File: src/rtl/power_pack_ctrl_if.sv
// Game-side bundle between the power-pack controller, the spawner and the ball/paddle logic.
// No latency of its own; plain wires.
// No backpressure: every signal is a level or a single-cycle pulse.
interface power_pack_ctrl_if;
    logic        frame_tick;
    logic        game_active;
    logic [10:0] ball_x;
    logic [9:0]  ball_y;
    logic        last_hitter;
    logic [10:0] pp_x;
    logic [9:0]  pp_y;
    logic [1:0]  pp_mode;
    logic        spawn;
    logic        eaten;
    logic        slow_en;
    logic        boost_en;
    logic        shield_p1;
    logic        shield_p2;
    logic        extra_life;
    logic        owner;

    modport master (
        input  frame_tick, game_active, ball_x, ball_y, last_hitter, pp_x, pp_y, pp_mode,
        output spawn, eaten, slow_en, boost_en, shield_p1, shield_p2, extra_life, owner
    );

    modport slave (
        output frame_tick, game_active, ball_x, ball_y, last_hitter, pp_x, pp_y, pp_mode,
        input  spawn, eaten, slow_en, boost_en, shield_p1, shield_p2, extra_life, owner
    );
endinterface

File: src/rtl/power_pack_ctrl.sv
// Power-pack controller: spawn timing, ball/pack collision, timed SLOW/BOOST/SHIELD/EXTRA effects.
// Latency: hit sampled at edge N -> eaten in cycle N+1 -> effect enables from cycle N+2.
// No backpressure; spawner and effect consumers must accept every pulse/level as issued.
module power_pack_ctrl #(
    parameter int WIDTH           = 20,
    parameter int HEIGHT          = 20,
    parameter int BALL_SIZE       = 16,
    parameter int COOLDOWN_FRAMES = 120,
    parameter int ARMED_FRAMES    = 600,
    parameter int EFFECT_FRAMES   = 300
) (
    input  logic              clk,
    input  logic              reset,
    power_pack_ctrl_if.master pp
);

    typedef enum logic [2:0] {
        S_IDLE,
        S_SPAWN,
        S_ARMED,
        S_EATEN,
        S_EFFECT,
        S_CLEAR
    } state_t;

    localparam logic [1:0] MODE_SLOW   = 2'b00;
    localparam logic [1:0] MODE_BOOST  = 2'b01;
    localparam logic [1:0] MODE_EXTRA  = 2'b10;
    localparam logic [1:0] MODE_SHIELD = 2'b11;

    localparam logic [9:0] COOL_LD = 10'(COOLDOWN_FRAMES);
    localparam logic [9:0] ARM_LD  = 10'(ARMED_FRAMES);
    localparam logic [9:0] EFF_LD  = 10'(EFFECT_FRAMES);

    state_t     state_q, state_d;
    logic [9:0] fcnt_q, fcnt_d;
    logic [1:0] mode_q, mode_d;
    logic       owner_q, owner_d;
    logic       spawn_q, spawn_d;
    logic       eaten_q, eaten_d;
    logic       extra_q, extra_d;
    logic       slow_q, slow_d;
    logic       boost_q, boost_d;
    logic       shp1_q, shp1_d;
    logic       shp2_q, shp2_d;

    // 12-bit operands keep pp_x+WIDTH and ball+BALL_SIZE from wrapping at the screen edge.
    logic [11:0] bx, by, px, py;
    logic        hit, expire, in_effect;

    assign bx = {1'b0, pp.ball_x};
    assign by = {2'b00, pp.ball_y};
    assign px = {1'b0, pp.pp_x};
    assign py = {2'b00, pp.pp_y};

    assign hit = (bx < px + 12'(WIDTH)) && (bx + 12'(BALL_SIZE) > px) &&
                 (by < py + 12'(HEIGHT)) && (by + 12'(BALL_SIZE) > py);

    assign expire = pp.frame_tick && (fcnt_q == 10'd1);

    always_comb begin
        state_d = state_q;
        fcnt_d  = fcnt_q;
        mode_d  = mode_q;
        owner_d = owner_q;
        spawn_d = 1'b0;
        eaten_d = 1'b0;
        extra_d = 1'b0;
        case (state_q)
            S_IDLE: begin
                // Cooldown is frozen, not restarted, while the rally is paused.
                if (pp.game_active) begin
                    if (expire) begin
                        state_d = S_SPAWN;
                        spawn_d = 1'b1;
                    end else if (pp.frame_tick) begin
                        fcnt_d = fcnt_q - 10'd1;
                    end
                end
            end
            S_SPAWN: begin
                state_d = S_ARMED;
                fcnt_d  = ARM_LD;
            end
            S_ARMED: begin
                if (!pp.game_active) begin
                    state_d = S_CLEAR;
                    eaten_d = 1'b1;
                end else if (hit) begin
                    state_d = S_EATEN;
                    eaten_d = 1'b1;
                    mode_d  = pp.pp_mode;
                    owner_d = pp.last_hitter;
                    extra_d = (pp.pp_mode == MODE_EXTRA);
                end else if (expire) begin
                    state_d = S_SPAWN;
                    spawn_d = 1'b1;
                end else if (pp.frame_tick) begin
                    fcnt_d = fcnt_q - 10'd1;
                end
            end
            S_EATEN: begin
                if (mode_q == MODE_EXTRA) begin
                    state_d = S_IDLE;
                    fcnt_d  = COOL_LD;
                end else begin
                    state_d = S_EFFECT;
                    fcnt_d  = EFF_LD;
                end
            end
            S_EFFECT: begin
                if (!pp.game_active || expire) begin
                    state_d = S_IDLE;
                    fcnt_d  = COOL_LD;
                end else if (pp.frame_tick) begin
                    fcnt_d = fcnt_q - 10'd1;
                end
            end
            S_CLEAR: begin
                state_d = S_IDLE;
                fcnt_d  = COOL_LD;
            end
            default: begin
                state_d = S_IDLE;
                fcnt_d  = COOL_LD;
            end
        endcase
    end

    // Enables are decoded from the next state so they register exactly on EFFECT entry/exit.
    assign in_effect = (state_d == S_EFFECT);
    assign slow_d    = in_effect && (mode_d == MODE_SLOW);
    assign boost_d   = in_effect && (mode_d == MODE_BOOST);
    assign shp1_d    = in_effect && (mode_d == MODE_SHIELD) && !owner_d;
    assign shp2_d    = in_effect && (mode_d == MODE_SHIELD) &&  owner_d;

    always_ff @(posedge clk or posedge reset) begin
        if (reset) begin
            state_q <= S_IDLE;
            fcnt_q  <= COOL_LD;
            mode_q  <= MODE_SLOW;
            owner_q <= 1'b0;
            spawn_q <= 1'b0;
            eaten_q <= 1'b0;
            extra_q <= 1'b0;
            slow_q  <= 1'b0;
            boost_q <= 1'b0;
            shp1_q  <= 1'b0;
            shp2_q  <= 1'b0;
        end else begin
            state_q <= state_d;
            fcnt_q  <= fcnt_d;
            mode_q  <= mode_d;
            owner_q <= owner_d;
            spawn_q <= spawn_d;
            eaten_q <= eaten_d;
            extra_q <= extra_d;
            slow_q  <= slow_d;
            boost_q <= boost_d;
            shp1_q  <= shp1_d;
            shp2_q  <= shp2_d;
        end
    end

    assign pp.spawn      = spawn_q;
    assign pp.eaten      = eaten_q;
    assign pp.extra_life = extra_q;
    assign pp.slow_en    = slow_q;
    assign pp.boost_en   = boost_q;
    assign pp.shield_p1  = shp1_q;
    assign pp.shield_p2  = shp2_q;
    assign pp.owner      = owner_q;

endmodule

File: src/flat_wrapper.sv
// flat-port wrapper written by rule: the top's interface ports become plain ports
module power_pack_ctrl_flat 
#(
    parameter int WIDTH           = 20,
    parameter int HEIGHT          = 20,
    parameter int BALL_SIZE       = 16,
    parameter int COOLDOWN_FRAMES = 120,
    parameter int ARMED_FRAMES    = 600,
    parameter int EFFECT_FRAMES   = 300
)
  (clk, reset, pp_frame_tick, pp_game_active, pp_ball_x, pp_ball_y, pp_last_hitter, pp_pp_x, pp_pp_y, pp_pp_mode, pp_spawn, pp_eaten, pp_slow_en, pp_boost_en, pp_shield_p1, pp_shield_p2, pp_extra_life, pp_owner);
  power_pack_ctrl_if pp_i ();
  input  logic clk;
  input  logic reset;
  input wire logic [$bits(pp_i.frame_tick)-1:0] pp_frame_tick;
  input wire logic [$bits(pp_i.game_active)-1:0] pp_game_active;
  input wire logic [$bits(pp_i.ball_x)-1:0] pp_ball_x;
  input wire logic [$bits(pp_i.ball_y)-1:0] pp_ball_y;
  input wire logic [$bits(pp_i.last_hitter)-1:0] pp_last_hitter;
  input wire logic [$bits(pp_i.pp_x)-1:0] pp_pp_x;
  input wire logic [$bits(pp_i.pp_y)-1:0] pp_pp_y;
  input wire logic [$bits(pp_i.pp_mode)-1:0] pp_pp_mode;
  output wire logic [$bits(pp_i.spawn)-1:0] pp_spawn;
  output wire logic [$bits(pp_i.eaten)-1:0] pp_eaten;
  output wire logic [$bits(pp_i.slow_en)-1:0] pp_slow_en;
  output wire logic [$bits(pp_i.boost_en)-1:0] pp_boost_en;
  output wire logic [$bits(pp_i.shield_p1)-1:0] pp_shield_p1;
  output wire logic [$bits(pp_i.shield_p2)-1:0] pp_shield_p2;
  output wire logic [$bits(pp_i.extra_life)-1:0] pp_extra_life;
  output wire logic [$bits(pp_i.owner)-1:0] pp_owner;
  assign pp_i.frame_tick = pp_frame_tick;
  assign pp_i.game_active = pp_game_active;
  assign pp_i.ball_x = pp_ball_x;
  assign pp_i.ball_y = pp_ball_y;
  assign pp_i.last_hitter = pp_last_hitter;
  assign pp_i.pp_x = pp_pp_x;
  assign pp_i.pp_y = pp_pp_y;
  assign pp_i.pp_mode = pp_pp_mode;
  assign pp_spawn = pp_i.spawn;
  assign pp_eaten = pp_i.eaten;
  assign pp_slow_en = pp_i.slow_en;
  assign pp_boost_en = pp_i.boost_en;
  assign pp_shield_p1 = pp_i.shield_p1;
  assign pp_shield_p2 = pp_i.shield_p2;
  assign pp_extra_life = pp_i.extra_life;
  assign pp_owner = pp_i.owner;
  power_pack_ctrl #(.WIDTH(WIDTH), .HEIGHT(HEIGHT), .BALL_SIZE(BALL_SIZE), .COOLDOWN_FRAMES(COOLDOWN_FRAMES), .ARMED_FRAMES(ARMED_FRAMES), .EFFECT_FRAMES(EFFECT_FRAMES)) u_core (.clk(clk), .reset(reset), .pp(pp_i));
endmodule
File: config.mk
export PLATFORM = sky130hd
export DESIGN_NAME = power_pack_ctrl_flat
export DESIGN_NICKNAME = d
export VERILOG_FILES = /design/src/rtl/power_pack_ctrl_if.sv /design/src/rtl/power_pack_ctrl.sv /design/src/flat_wrapper.sv
export SDC_FILE = /design/constraint.sdc
export NUM_CORES = 1
export LEC_CHECK = 0
export ABC_CLOCK_PERIOD_IN_PS = 2500
export CORE_MARGIN = 8
export CORE_UTILIZATION = 50
export CTS_CLUSTER_SIZE = 30
export DETAILED_ROUTE_END_ITERATION = 8
export PLACE_DENSITY_LB_ADDON = 0.25
export SETUP_SLACK_MARGIN = 0.4
export SLEW_MARGIN = 5
export SYNTH_ARGS = -nofsm -noshare
export SYNTH_HDL_FRONTEND = slang
export SYNTH_SLANG_ARGS = --single-unit
File: constraint.sdc
create_clock -name clk -period 2.5 [get_ports clk]
set_clock_uncertainty 0.15 [all_clocks]
set_input_delay 0.5 -clock clk [delete_from_list [all_inputs] [get_ports clk]]
set_output_delay 0.5 -clock clk [all_outputs]
set_load 0.01 [all_outputs]
Word-level counts from Yosys, hierarchy flattened

Cells that the tools add are included.

Word-level logic and storage cells: 80
Flip-flop bits (word level): 23

Order comparisons: 4
Equal/unequal tests: 13
Reductions and logical operators: 15
Add/subtract/negate cells: 5
Muxes and demuxes: 32

Operators with widths:

| cell                                                                   | count |
|---|---|
| 10-bit two-way mux                                                     | 6 |
| 10-bit one-hot mux with 5 select lines                                 | 1 |
| 11-bit by 5-bit adder with 12-bit output, second input constant        | 2 |
| 10-bit by 5-bit adder with 11-bit output, second input constant        | 2 |
| 3-bit two-way mux                                                      | 6 |
| 3-bit one-hot mux with 5 select lines                                  | 1 |
| 1-bit two-way mux                                                      | 13 |
| 12-bit by 10-bit greater-than comparator with 1-bit output             | 1 |
| 12-bit by 11-bit greater-than comparator with 1-bit output             | 1 |
| 10-bit by 12-bit less-than comparator with 1-bit output                | 1 |
| 11-bit by 12-bit less-than comparator with 1-bit output                | 1 |
| 10-bit by 1-bit equality test with 1-bit output, second input constant | 1 |
| 10-bit by 1-bit subtractor with 10-bit output, second input constant   | 1 |
| 1-bit logical AND                                                      | 9 |
| 9-bit two-way mux                                                      | 1 |
| 2-bit equality test, second input constant                             | 3 |
| 3-bit by 2-bit equality test with 1-bit output, second input constant  | 2 |
| 3-bit equality test, second input constant                             | 2 |
| 2-bit two-way mux                                                      | 3 |
| 2-bit != test, second input constant                                   | 3 |
| 3-bit by 1-bit equality test with 1-bit output, second input constant  | 1 |
| 3-bit logical NOT                                                      | 1 |
| 3-bit AND reduction                                                    | 1 |
| 2-bit by 1-bit equality test with 1-bit output, second input constant  | 1 |
| 4 further kinds                                                        | 5 |

Depth between registers and ports, before layout

Gate-level depths: netlist (run 1).

Depth in word-level cells: 11
Mapped depth: 14
Gate-level depth less buffers: 12

Worst setup path after synthesis (run 1)

Ideal clock, no wire load.

Path type: in2reg
Start: in pp_pp_x[2]
End: reg u_core.mode_q[0]
Arrival time: 2.790 ns
Required time: 2.225 ns
Cell stages on the path: 13
Library setup time: 0.125 ns
Setup slack: -0.565 ns
Cell sequence: ha_1 -> nor2_1 -> or4_1 -> xnor2_1 -> ha_1 -> a21o_1 -> a21o_1 -> a22oi_2 -> o2111ai_1 -> nor4bb_1 -> buf_4 -> nand2_4 -> mux2_4

Longest elaborated chain between the ends: 8
Elaborated cells on any way between the ends: 9
Classes of those cells: add/sub (1); order compare (2); mux (3); reduce/logical (3)

RTL lines:

| what                                                    | line                   | text |
|---|---|---|
| start: declaration                                      | flat_wrapper.sv:20     | `input wire logic [$bits(pp_i.pp_x)-1:0] pp_pp_x;` |
| 11-bit by 5-bit adder with 12-bit output                | power_pack_ctrl.sv:56  | `assign hit = (bx < px + 12'(WIDTH)) && (bx + 12'(BALL_SIZE) > px) &&` |
| 11-bit by 12-bit less-than comparator with 1-bit output | power_pack_ctrl.sv:56  |  |
| 1-bit logical AND * (2 in a row)                        | power_pack_ctrl.sv:56  |  |
| 1-bit logical AND *                                     | power_pack_ctrl.sv:57  | `(by < py + 12'(HEIGHT)) && (by + 12'(BALL_SIZE) > py);` |
| 2-bit two-way mux *                                     | power_pack_ctrl.sv:89  | `end else if (hit) begin` |
| 2-bit two-way mux *                                     | power_pack_ctrl.sv:86  | `if (!pp.game_active) begin` |
| 2-bit two-way mux *                                     | power_pack_ctrl.sv:69  | `case (state_q)` |
| via u_core.mode_d[0]                                    | power_pack_ctrl.sv:37  | `logic [1:0] mode_q, mode_d;` |
| end signal: assignment                                  | power_pack_ctrl.sv:153 | `mode_q <= mode_d;` |
| end: declaration                                        | power_pack_ctrl.sv:37  |  |

Mark *: on every way through the listed nets, which the timed path passes. The rest lies on a longest branch.
A chain may end at the register's enable or synchronous reset.

Worst setup path in the final report (run 1)

Start: in pp_pp_y[6]
End: reg u_core.mode_q[1]

Longest elaborated chain between the ends: 7
Elaborated cells on any way between the ends: 8
Classes of those cells: add/sub (1); order compare (2); mux (3); reduce/logical (2)

RTL lines:

| what                                                    | line                  | text |
|---|---|---|
| start: declaration                                      | flat_wrapper.sv:21    | `input wire logic [$bits(pp_i.pp_y)-1:0] pp_pp_y;` |
| 10-bit by 5-bit adder with 11-bit output                | power_pack_ctrl.sv:57 |  |
| 10-bit by 12-bit less-than comparator with 1-bit output | power_pack_ctrl.sv:57 |  |
| 1-bit logical AND                                       | power_pack_ctrl.sv:56 |  |
| 1-bit logical AND *                                     | power_pack_ctrl.sv:57 |  |
| 2-bit two-way mux *                                     | power_pack_ctrl.sv:89 |  |
| 2-bit two-way mux *                                     | power_pack_ctrl.sv:86 |  |
| 2-bit two-way mux *                                     | power_pack_ctrl.sv:69 |  |
| via u_core.mode_d[1]                                    | power_pack_ctrl.sv:37 |  |

Marks and branches as above.

==> reports/qor.csv, run 1 <==
stage,metric,value,unit
worst_setup_path,crit_path_end_kind,flop,
run,drv_cap,0,
drt,finalWirelength,11700,um
power,total_power,0.00166,W
worst_setup_path,required,2.51,ns
logic_synthesis,yosysWarningCount,0,
floorplanning,dieArea,0.00778,mm2
logic_synthesis,synth_edf_count,0,
logic_synthesis,synth.area.mux_share,1.73,%
placed_design,place_congestion,0.916,
power,p_per_area,382,mW/mm2
sta,max-slew-margin-rel,69.8,%
logic_synthesis,synth_top_area_share,21.1,%
cells_and_area,multi_input_area,0.00232,mm2
logic_synthesis,synth_top_family_by_area,compound AO/OA/AOI/OAI gates,
logic_synthesis,synthesis.nets,400,
clocking,clkSinkCount,23,
sta,finalSetupViolations,18,
clocking,cts-root-buf,clkbuf_8,
floorplanning,start_util,51.4,%
power,p_leak,2.07,nW
sta,whs,0.339,ns
placed_design,dpl.hpwl,6080,um
logic_synthesis,yosys.area_share.simple,20.5,%
sta,layout_setup_ws,-0.729,ns
global_route,grt_pass1_wl,13900,um
worst_setup_path,reg2reg_depth,8,
logic_synthesis,synth_compound_area_share,21.4,%
placed_design,io_buffers,56,
clocking,clk_latency,0.27,ns
worst_setup_path,crit_path_start_kind,primary input,
drt,vias,3293,
logic_synthesis,netlist_instances,307,
cells_and_area,fillers,265,
logic_synthesis,yosysMostFrequentCell,ha_1,
power,vdd_drop_max,0.000240,V
floorplanning,rows,26,
floorplanning,die_w,88.2,um
logic_synthesis,async_flop_share,100,%
global_route,globalRouteTotalUtil,22.2,%
cells_and_area,drive_gt1_share,43.9,%
sta,hold_viol,0,
drt,vias_per_cell,6.37,
cells_and_area,post-route-util,85.5,%
logic_synthesis,netlist_top_cells_area,"ha_1, dfrtp_1, xnor2_1",
sta,min_period,3.23,ns
logic_synthesis,synth_fa_ha_area_share,21.1,%
sta,tightest_slew,0.451,ns
logic_synthesis,avgSynthCellArea,8.50,um2
global_route,grt_max_degree,24,
run_status,outcome,"finished, violations left",
sta,post-route-period-util,129,%
global_route,grt_overflow,0,
logic_synthesis,synth_common_cells,"ha_1, inv_1, a21oi_1",
cells_and_area,final-seq-area,581,um2
logic_synthesis,yosys_register_bits,23,
clocking,cts_tree,yes,
clocking,numCtsBuffers,3,
min_path,holdPathStages,1,
drt,ant_nets,0,
floorplanning,core_area,0.00507,mm2
clocking,clk_pin_slew_worst_paths,0.09,ns
run_status,violations,setup timing,
worst_setup_path,critical_path_class,primary input to flop,
global_route,antenna_found_initial,1,
sta,rsz0062_at_grt,true,
logic_synthesis,synth_cell_types,51,
placed_design,dp_worst_setup_slack,-1.19,ns
drt,drt-initial-drc-count,263,
logic_synthesis,synth_ff_type,dfrtp_1,
min_path,hold_class,flop to flop,
drt,wl_per_cell,22.6,um
drt,drc,0,
sta,fmax,0.310,GHz
logic_synthesis,yosysTopAreaCell,ha_1,
floorplanning,die_y,88.2,um
drt,dr.pass1.iters,5,
logic_synthesis,seq_area_frac_synth,22.3,%
worst_setup_path,worstPathMaxFanout,5,
floorplanning,num_io_pins,57,
worst_setup_path,worst_ep_arrival_time,3.24,ns
global_route,grt_pass1_vias,3100,
logic_synthesis,syn-cell-area,0.00261,mm2
clocking,cts_max_path_buffers,2,
clocking,holdBufCountCts,0,
clocking,htreeDepth,1,
sta,slew_violations,0,
cells_and_area,fin_nets,540,
cells_and_area,area_growth,66.3,%
logic_synthesis,synth_xor_area_share,7.39,%
through the flow:
| step | instances | TNS (ns) | cell area, um2 |
|---|---|---|---|
| after floorplan | 307 | -6.48 | 2630 |
| after global placement | 495 | -18.10 | 3760 |
| after detailed placement | 495 | -19.61 | 3760 |
| after CTS | 510 | -6.66 | 4070 |
| after global routing | 517 | -11.74 | 4340 |
| final | 517 | -11.79 | 4340 |
area by class of cell:
type / instances / area share (%)
multi-input cells: 247 / 53.4
diodes: 1 / 0.0577
flip-flops and latches: 23 / 13.4
clock inverters: 1 / 0.115
clock buffers: 3 / 0.952
well taps: 70 / 2.02
inverters: 32 / 2.77
repair buffers: 140 / 27.3
where the power goes:
group	total (W)	internal [W]	switching (W)
clock network	0.000238	0.000112	0.000127
registers	0.000548	0.000460	0.0000879
logic	0.000871	0.000427	0.000444
sequential cells by signal, summed over array words and instances, names as in the netlist:
register,cells
u_core.mode_q,2
u_core.fcnt_q,10
u_core.pp.boost_en,1
u_core.pp.slow_en,1
u_core.pp.extra_life,1
u_core.pp.spawn,1
u_core.pp.eaten,1
u_core.pp.shield_p2,1
u_core.pp.shield_p1,1
u_core.state_q,3
u_core.pp.owner,1
critical path, cell delays in order:
cell	delay (ns)
clkdlybuf4s15_1	0.30
inv_2	0.10
nor3_2	0.21
xnor2_1	0.15
ha_1	0.27
buf_4	0.15
a21oi_1	0.20
a21oi_1	0.14
nor2_1	0.30
nor4bb_2	0.32
buf_4	0.21
nand2_4	0.08
mux2_4	0.30
cell families after synthesis:
logic type | Yosys count
multiplexers | 3
AND/OR/NAND/NOR | 94
XOR/XNOR | 22
flip-flops | 23
AO/OA/AOI/OAI | 84
adder cells (fa/ha/maj) | 44
buffers and inverters | 37
path summary, 6_finish.rpt:
check / end / start / slack, ns
min: u_core.pp.shield_p1$_DFF_PP0_ / u_core.pp.owner$_DFF_PP0_ / 0.34
min reg2reg: u_core.pp.shield_p1$_DFF_PP0_ / u_core.pp.owner$_DFF_PP0_ / 0.34
min in group asynchronous: u_core.pp.owner$_DFF_PP0_ / reset / 0.41
max in group asynchronous: u_core.fcnt_q[5]$_DFFE_PP1P_ / reset / 1.50
max reg2reg: u_core.fcnt_q[2]$_DFFE_PP0P_ / u_core.fcnt_q[7]$_DFFE_PP0P_ / -0.11
max: u_core.mode_q[1]$_DFF_PP0_ / pp_pp_y[6] / -0.73
metal layers:
metal | track usage [%] | vias to the layer above | wire length [um]
met5 | 0 | - | 0
met4 | 9.22 | 0 | 877
met3 | 3.16 | 95 | 1040
met2 | 40.3 | 281 | 5670
met1 | 25.1 | 1515 | 4110
li1 | - | 1402 | -
layout by cell type, fill, tap and decap left out, drive strengths merged, types with 8 or more instances in the layout:
cell and n:
xnor2 18, nand2 8, ha 44, buf 95, o21ai 22, a21oi 22, nor2 22, nor3 10
clkdlybuf4s50 24, clkbuf 12, dfrtp 19, nand3 12, inv 32
timing repair:
action,in CTS,in global routing
setup endpoints to repair,23,23
pin swaps,45,37
resized for setup,110,78
setup buffers,11,6
No activity file was read; power rests on OpenSTA's default activity.
==> run 2: changes to the inputs <==
--- a/config.mk
+++ b/config.mk
@@ -6,8 +6,11 @@
 export NUM_CORES = 1
 export LEC_CHECK = 0
 export ABC_CLOCK_PERIOD_IN_PS = 2500
+export CELL_PAD_IN_SITES_DETAIL_PLACEMENT = 1
+export CELL_PAD_IN_SITES_GLOBAL_PLACEMENT = 2
 export CORE_MARGIN = 8
-export CORE_UTILIZATION = 50
+export CORE_UTILIZATION = 30
+export CTS_CLUSTER_DIAMETER = 100
 export CTS_CLUSTER_SIZE = 30
 export DETAILED_ROUTE_END_ITERATION = 8
 export PLACE_DENSITY_LB_ADDON = 0.25
==> reports/qor.csv, run 2 (synthesis gave the netlist of run 1 again) <==
stage,metric,value,unit,change
clocking,cts_max_path_buffers,2,,unchanged
sta,finalSetupViolations,18,,unchanged
sta,max-slew-margin-rel,71.3,%,was 69.8%
min_path,worst_hold_startpoint,u_core.pp.owner$_DFF_PP0_,,unchanged
floorplanning,die_w,109,um,was 88.2 um
sta,slew_violations,0,,unchanged
clocking,numCtsBuffers,3,,unchanged
sta,min_period,2.95,ns,was 3.23 ns
placed_design,io_buffers,56,,unchanged
placed_design,place_congestion,0.824,,was 0.916
power,p_clk_share,15.7,%,was 14.4%
worst_setup_path,r2r_start,u_core.fcnt_q[7]$_DFFE_PP0P_,,unchanged
cells_and_area,reg_top3,"u_core.fcnt_q x10, u_core.state_q x3, u_core.mode_q x2",,unchanged
worst_setup_path,cp_top_family,simple AND/OR/NAND/NOR gates,,unchanged
global_route,grt_max_degree,24,,unchanged
worst_setup_path,required,2.56,ns,was 2.51 ns
sta,hold_viol,0,,unchanged
global_route,grt_overflow,0,,unchanged
cells_and_area,drive_gt1_share,39.7,%,was 43.9%
worst_setup_path,critPathMaxStageDelay,0.51,ns,was 0.32 ns
run_status,outcome,"finished, violations left",,unchanged
clocking,cts_tree,yes,,unchanged
cells_and_area,final_cell_mix,"buf_4, ha_1, inv_1, clkdlybuf4s50_1, dfrtp_1",,"was buf_4, ha_1, inv_1"
drt,ant_nets,0,,unchanged
drt,drt-initial-drc-count,59,,was 263
worst_setup_path,worstReg2RegEnd,u_core.fcnt_q[1]$_DFFE_PP0P_,,was u_core.fcnt_q[2]$_DFFE_PP0P_
drt,vias,2798,,was 3293
worst_setup_path,reg2reg_depth,8,,unchanged
global_route,grt_pass1_wl,14500,um,was 13900 um
floorplanning,num_io_pins,57,,unchanged
global_route,antenna_found_initial,0,,was 1
power,p_leak,2.01,nW,was 2.07 nW
sta,fmax,0.339,GHz,was 0.310 GHz
clocking,clk_pin_slew_worst_paths,0.09,ns,about the same
cells_and_area,fin_nets,540,,unchanged
sta,rsz0062_at_grt,true,,unchanged
drt,vias_per_cell,5.05,,was 6.37
cells_and_area,diodes,0,,was 1
cells_and_area,post-route-util,50.5,%,was 85.5%
drt,dr.pass1.iters,4,,was 5
min_path,hold_class,flop to flop,,unchanged
drt,finalWirelength,8940,um,was 11700 um
global_route,globalRouteTotalUtil,14.9,%,was 22.2%
sta,layout_setup_ws,-0.448,ns,was -0.729 ns
clocking,cts-root-buf,clkbuf_8,,unchanged
placed_design,dp_worst_setup_slack,-1.26,ns,was -1.19 ns
run,drv_cap,0,,unchanged
cells_and_area,final_common_cell,buf_4,,unchanged
drt,drc,0,,unchanged
cells_and_area,layout.cells.non_filler,554,,was 517
power,total_power,0.00163,W,was 0.00166 W
min_path,holdPathStages,1,,unchanged
clocking,htreeDepth,1,,unchanged
worst_setup_path,crit_path_start_kind,primary input,,unchanged
power,power.switching,0.000612,W,was 0.000659 W
cells_and_area,largest_register_ffs,10,,unchanged
floorplanning,start_util,30.4,%,was 51.4%
floorplanning,core_area,0.00859,mm2,was 0.00507 mm2
power,combPwrFrac,51.7,%,was 52.6%
clocking,clkSinkCount,23,,unchanged
power,intPower,0.00102,W,was 0.000999 W
floorplanning,die_y,109,um,was 88.2 um
clocking,holdBufCountCts,0,,unchanged
placed_design,place_inst,533,,was 495
drt,wl_per_cell,16.1,um,was 22.6 um
worst_setup_path,worst_ep_arrival_time,3.01,ns,was 3.24 ns
power,switching_share,37.6,%,was 39.7%
power,seq_power_share,32.6,%,was 33.1%
worst_setup_path,critPathBufInv,4,,unchanged
power,p_per_area,375,mW/mm2,was 382 mW/mm2
clocking,clk_latency,0.28,ns,was 0.27 ns
sta,tightest_slew,0.430,ns,was 0.451 ns
worst_setup_path,crit_top_cell,buf_6,,
placed_design,dpl.hpwl,6920,um,was 6080 um
sta,post-route-period-util,118,%,was 129%
cells_and_area,area_growth,66.3,%,about the same
worst_setup_path,critical_path_class,primary input to flop,,unchanged
power,vdd_drop_max,0.000184,V,was 0.000240 V
floorplanning,dieArea,0.0119,mm2,was 0.00778 mm2
worst_setup_path,slowest_stage,or4_4,,was nor4bb_2
cells_and_area,top_register,u_core.fcnt_q,,unchanged
worst_setup_path,worstPathMaxFanout,6,,was 5
worst_setup_path,crit_path_end_kind,flop,,unchanged
global_route,grt_pass1_vias,3154,,was 3100
min_path,hold_path_end,u_core.pp.shield_p1$_DFF_PP0_,,unchanged
worst_setup_path,r2r_slack,0.03,ns,was -0.11 ns
run_status,violations,setup timing,,unchanged
floorplanning,rows,34,,was 26
worst_setup_path,path_cells,clkdlybuf4s15_2 > buf_6 > nand3_1 > xnor2_1 > ha_1 > nand4_1 > or4_4 > o2111ai_2 > nor4bb_4 > buf_6 > buf_8 > or3_4 > a21oi_2,,was clkdlybuf4s15_1 > inv_2 > nor3_2 > xnor2_1 > ha_1 > buf_4 > a21oi_1 > a21oi_1 > nor2_1 > nor4bb_2 > buf_4 > nand2_4 > mux2_4
[run 2: cell count changes in the layout (fill, tap and decap cells not counted), sizes merged]
cell,previous run,this run
clkdlybuf4s15,2,6
buf,95,92
diode,1,0
clkdlybuf4s50,24,28
dlymetal6s2s,6,2
clkinv,1,0
dlygate4sd2,4,10
clkbuf,12,5
clkinvlp,0,1
[run 2: how the worst max path moves through the flow]
stage / endpoint / slack, ns / depth (start not counted) / startpoint
after floorplan: u_core.mode_q[0]$_DFF_PP0_ / -0.48 / 13 / pp_pp_x[2]
after global placement: u_core.pp.owner$_DFF_PP0_ / -1.17 / 14 / pp_pp_x[2]
after detailed placement: u_core.fcnt_q[7]$_DFFE_PP0P_ / -1.26 / 15 / pp_pp_x[2]
after CTS: u_core.mode_q[0]$_DFF_PP0_ / -0.50 / 14 / pp_pp_x[3]
after global routing: u_core.mode_q[1]$_DFF_PP0_ / -0.58 / 13 / pp_pp_x[2]
final: u_core.fcnt_q[7]$_DFFE_PP0P_ / -0.45 / 13 / pp_ball_x[6]
[run 2: through the flow]
| step | TNS (ns) | instance area [um2] | hold slack [ns] |
|---|---|---|---|
| after CTS | -7.43 | 4180 | 0.361 |
| after detailed placement | -21.06 | 3800 | 0.353 |
| after floorplan | -6.48 | 2630 | 0.311 |
| after global routing | -9.23 | 4340 | 0.387 |
| final | -6.79 | 4340 | 0.355 |
| after global placement | -19.63 | 3800 | 0.336 |
[run 2: layer usage]
| layer | GRT usage [%] | up-vias | part of all wire [%] |
|---|---|---|---|
| li1 | - | 1401 | - |
| met5 | 0 | - | 0 |
| met4 | 3.57 | 0 | 1.1 |
| met2 | 28.9 | 36 | 54 |
| met3 | 1.06 | 7 | 2.0 |
| met1 | 17.1 | 1354 | 43 |
[run 2: repair_timing]
item / in CTS / in global routing
endpoints found under the setup margin: 23 / 19
resized for setup: 119 / 34
pin swaps: 57 / 8
cloned: 1 / 0
setup buffers: 12 / 4
[run 2: final cells by class]
class / instances / area, um2
fillers: 984 / 4260
multi-input cells: 247 / 2230
repair buffers: 140 / 1220
flip-flops and latches: 23 / 581
well taps: 108 / 135
inverters: 32 / 120
clock buffers: 3 / 41.3
clock inverters: 1 / 7.51
[run 2: power groups by stage]
stage / Sequential (W) / Combinational (W) / Clock, W
6_report: 0.000530 / 0.000842 / 0.000255
5_1_grt: 0.000541 / 0.000930 / 0.000278
4_1_cts: 0.000531 / 0.000791 / 0.000263
3_5_place_dp: 0.000532 / 0.000706 / 0
3_3_place_gp: 0.000529 / 0.000683 / 0
2_1_floorplan: 0.000513 / 0.000367 / 0
